File: src/rtl/uart_tx.sv
// UART transmit serializer: start bit, LSB-first data, optional parity, stop bit(s).
// Bit timing comes from an external baud counter enabled through baud_en.
module uart_tx #(
  parameter int DATA_BITS = 8,
  parameter int PARITY    = 0,
  parameter int STOP_BITS = 1
) (
  input  logic                 clk,
  input  logic                 rst,
  input  logic [DATA_BITS-1:0] tx_data,
  input  logic                 tx_valid,
  output logic                 tx_ready,
  input  logic                 baud_tick,
  output logic                 baud_en,
  output logic                 tx,
  output logic                 busy
);

  typedef enum logic [2:0] {
    S_IDLE,
    S_START,
    S_DATA,
    S_PARITY,
    S_STOP
  } state_t;

  localparam int CNT_W = 4;
  localparam logic [CNT_W-1:0] LAST_DATA = CNT_W'(DATA_BITS - 1);
  localparam logic [CNT_W-1:0] LAST_STOP = CNT_W'(STOP_BITS - 1);

  state_t               r_state,  w_state_nxt;
  logic [DATA_BITS-1:0] r_shift,  w_shift_nxt;
  logic [CNT_W-1:0]     r_cnt,    w_cnt_nxt;
  logic                 r_parity, w_parity_nxt;
  logic                 r_tx,     w_tx_nxt;
  logic                 r_ready,  w_ready_nxt;
  logic                 r_busy;
  logic                 r_baud_en;

  // Next-state logic; outputs below are decoded from the next state so that
  // the registered line value changes on the same edge as the transition.
  always_comb begin
    // NOTE: every variable gets a default first so no path leaves it unassigned (no latch).
    w_state_nxt  = r_state;
    w_shift_nxt  = r_shift;
    w_cnt_nxt    = r_cnt;
    w_parity_nxt = r_parity;

    unique case (r_state)
      S_IDLE: begin
        if (tx_valid && r_ready) begin
          w_state_nxt  = S_START;
          w_shift_nxt  = tx_data;
          w_cnt_nxt    = '0;
          w_parity_nxt = (PARITY == 1) ? ~^tx_data : ^tx_data;
        end
      end
      S_START: begin
        if (baud_tick) begin
          w_state_nxt = S_DATA;
          w_cnt_nxt   = '0;
        end
      end
      S_DATA: begin
        if (baud_tick) begin
          w_shift_nxt = r_shift >> 1;
          if (r_cnt == LAST_DATA) begin
            w_cnt_nxt   = '0;
            w_state_nxt = (PARITY != 0) ? S_PARITY : S_STOP;
          end else begin
            w_cnt_nxt = r_cnt + 1'b1;
          end
        end
      end
      S_PARITY: begin
        if (baud_tick) begin
          w_state_nxt = S_STOP;
          w_cnt_nxt   = '0;
        end
      end
      S_STOP: begin
        if (baud_tick) begin
          if (r_cnt == LAST_STOP) begin
            w_state_nxt = S_IDLE;
            w_cnt_nxt   = '0;
          end else begin
            w_cnt_nxt = r_cnt + 1'b1;
          end
        end
      end
      default: w_state_nxt = S_IDLE;
    endcase

    w_tx_nxt = 1'b1;
    unique case (w_state_nxt)
      S_START:  w_tx_nxt = 1'b0;
      S_DATA:   w_tx_nxt = w_shift_nxt[0];
      S_PARITY: w_tx_nxt = w_parity_nxt;
      default:  w_tx_nxt = 1'b1;
    endcase

    w_ready_nxt = (w_state_nxt == S_IDLE);
  end

  always_ff @(posedge clk) begin
    // NOTE: sequential state uses non-blocking assignments so all registers update together.
    if (rst) begin
      r_state   <= S_IDLE;
      r_shift   <= '0;
      r_cnt     <= '0;
      r_parity  <= 1'b0;
      r_tx      <= 1'b1;
      r_ready   <= 1'b1;
      r_busy    <= 1'b0;
      r_baud_en <= 1'b0;
    end else begin
      r_state   <= w_state_nxt;
      r_shift   <= w_shift_nxt;
      r_cnt     <= w_cnt_nxt;
      r_parity  <= w_parity_nxt;
      r_tx      <= w_tx_nxt;
      r_ready   <= w_ready_nxt;
      r_busy    <= ~w_ready_nxt;
      r_baud_en <= ~w_ready_nxt;
    end
  end

  assign tx       = r_tx;
  assign tx_ready = r_ready;
  assign busy     = r_busy;
  assign baud_en  = r_baud_en;

endmodule

File: config.mk
export PLATFORM = sky130hd
export DESIGN_NAME = uart_tx
export DESIGN_NICKNAME = d
export VERILOG_FILES = /design/src/rtl/uart_tx.sv
export SDC_FILE = /design/constraint.sdc
export NUM_CORES = 1
export LEC_CHECK = 0
export ABC_CLOCK_PERIOD_IN_PS = 3200
export CORE_UTILIZATION = 30
export CTS_BUF_LIST = sky130_fd_sc_hd__clkbuf_16
export DETAILED_ROUTE_END_ITERATION = 12
export PLACE_DENSITY_LB_ADDON = 0.05
export SLEW_MARGIN = 30
export SYNTH_ARGS = -nofsm -noshare
export SYNTH_HDL_FRONTEND = slang
export SYNTH_SLANG_ARGS = --single-unit
File: constraint.sdc
create_clock -name clk -period 3.2 [get_ports clk]
set_input_delay 0.64 -clock clk [delete_from_list [all_inputs] [get_ports clk]]
set_output_delay 0.64 -clock clk [all_outputs]
set_load 0.01 [all_outputs]
==> impl_metrics.ini <==
[status]
status = finished, final reports clean

[layout]
nFillCells = 326
area_delta_synth_final_pct = 23.4
drive_gt1_share_pct = 9.02
nNetsFinal = 137
seqCellArea_um2 = 380
fin_cells = 166
diodes = 0
multi_input_area_um2 = 572
fin_util_pct = 40.2

[route]
drt-pass1-iter-count = 4
viasPerCell = 4.89
routedWlPerCell_um = 12.4
dr_total_vias = 812
drc = 0
finalWirelength_um = 2060
drtAntennaViolNets = 0
drtIter0Drc = 26

[sta]
slew_viol_final = 0
tns_ns = 0
min_period_ns = 2.47
finalCritPeriodShare_pct = 77.0
finalSetupViolCount = 0
fin_worst_skew_ns = 0.00362
slew_headroom_pct = 59.8
setup_slack_ns = 0.735
worst_pin_slew_ns = 0.601
hold_violations = 0
rsz0062_at_grt = no
fmax_mhz = 406

[synthesis]
synth_edf_count = 0
syn_nets = 123
ys_seq_area_share_pct = 37.3
synth.top_cell.area_share_pct = 37.3
ys_warn_count = 0
synth-main-ff-cell = dfxtp_1
yosys.area_share.simple_pct = 19.5
synth_compound_area_share_pct = 26.3
synth_area_leaders = dfxtp_1 37%, xnor2_1 6.9%, a22oi_1 5.2%
syn_area_per_cell_um2 = 9.36
synthMuxAreaShare_pct = 0.982
async_reset_ff_share_pct = 0
synthDistinctLibCells = 44
synth-adder-area-share_pct = 2.45
netlist_area_mm2 = 0.00102
synth_xor_area_share_pct = 6.87
synth_top_family_by_area = compound AO/OA/AOI/OAI gates
yosysTopAreaCell = dfxtp_1
synth_cells = 109
synth_seq_cells = 19

[die]
core_area_mm2 = 0.00313
dieHeight_um = 60.3
dieArea_mm2 = 0.00364
row_count = 20
die_w_um = 60.3
start_util_pct = 32.6
io_pins = 16

[placed_design]
io_buffers = 15
pre_cts_ws_ns = 0.483
gp_congestion = 0.705
dp_hpwl_um = 1470
dp.cells = 162

[clock_network]
h-tree-depth = 1
cts.clk_slew.worst_paths_ns = 0.05
cts_root_buf = clkbuf_16
numCtsBuffers = 3
cts.sinks = 19
post_cts_resized = 0
cts_buffer_depth = 2
cts_setup_buffers = 0
clock_latency_ns = 0.25
cts_tree = built
ctsHoldBuffers = 0

[power]
peakVddDrop_mv = 0.184
p_leak_nw = 0.441
p_total_mw = 0.732
power-per-cell-area_mw_per_mm2 = 582

[worst_setup_path]
crit_chain = clkdlybuf4s50_1, and4bb_1, a21oi_4, a221o_1, a2111o_1
cp_max_fo = 8
cp-start-kind = input pin
worstPathRequired_ns = 3.33
path_class = input pin to register
endpoint_kind = register
r2r_slack_ns = 1.24
critPathMaxStageDelay_ns = 0.63
slowest_stage = clkdlybuf4s50_1
critPathArrivalTime_ns = 2.60

[global_routing]
grt_use_total_pct = 13.7
grt_max_degree = 16
antenna_found_initial = 0
grt-ovfl-total = 0
grt_first_pass_wirelength_um = 3620
grt_pass1_vias = 779

[min_path]
min_path_type = register to register

[run]
maxCapViolations = 0
==> worst paths after layout <==
check	from	end	depth (start not counted)
worst max register to register	r_state[1]	tx	4
worst max-delay path	baud_tick	tx	5
worst min-delay path	r_shift[3]	r_shift[3]	2
worst min register to register	r_shift[3]	r_shift[3]	2
==> flip-flops by register name, indices dropped and copies added, names as in the netlist <==
register and cells:
r_shift 8, r_cnt 4, r_state 3, baud_en 1
r_parity 1, tx 1, tx_ready 1
==> cell usage after synthesis, types with 2 or more instances <==
cell type  instances
ha_1               2
a22oi_1            7
inv_1              6
o21ai_1            4
buf_6              2
clkbuf_1           2
buf_4              2
dfxtp_1           19
xnor2_1            8
a21oi_1           10
nand2_1            7
and2_1             2
and3_1             2
nor2_1             6
==> metal layers <==
metal,up-vias,global-route usage (%),share of wire (%)
met5,-,0,0
met4,0,6.98,1.9
met3,5,3.90,3.1
met2,12,20.3,43
met1,378,18.1,52
li1,417,-,-
==> cells by family after synthesis <==
kind of cell	Yosys count
buffers and inverters	12
flip-flops	19
XOR/XNOR	8
multiplexers	1
adder cells (fa/ha/maj)	2
AO/OA/AOI/OAI	35
AND/OR/NAND/NOR	32
==> layout by cell type, fill, tap and decap left out, types with 2 or more instances in the layout <==
cell | synthesis | final
dfxtp_1 | 19 | 19
ha_1 | 2 | 2
a22oi_1 | 7 | 7
and3_1 | 2 | 2
a21oi_1 | 10 | 10
o21ai_1 | 4 | 4
and2_1 | 2 | 2
inv_1 | 6 | 7
clkdlybuf4s50_1 | 0 | 15
xnor2_1 | 8 | 8
clkbuf_16 | 0 | 3
nand2_1 | 7 | 7
nor2_1 | 6 | 6
==> stage by stage <==
step                      cell area (um^2)  hold WS (ns)
after global routing                  1260         0.481
after detailed placement              1180         0.451
after CTS                             1260         0.458
final                                 1260         0.457
after global placement                1180         0.450
after floorplan                       1020         0.437
==> worst max-delay path: cells and delay by family <==
family / cells / cell delay (ns)
and+or+nand+nor: 1 / 0.48
AOI/OAI and AO/OA: 3 / 0.84
buffers and inverters: 1 / 0.63
==> report_power, final <==
part / total, mW / switching, mW / internal [mW]
sequential: 0.285 / 0.0207 / 0.265
combinational: 0.192 / 0.0951 / 0.0971
clock: 0.255 / 0.0883 / 0.166
==> layout make-up <==
| cell class | instances | share of cell area, % |
|---|---|---|
| Inverter | 6 | 1.79 |
| Sequential cell | 19 | 30.2 |
| Tap cell | 44 | 4.37 |
| Clock inverter | 1 | 0.298 |
| Timing Repair Buffer | 15 | 11.9 |
| Multi-Input combinational cell | 78 | 45.4 |
| Clock buffer | 3 | 5.96 |
Power figures use the tool's default switching activity.
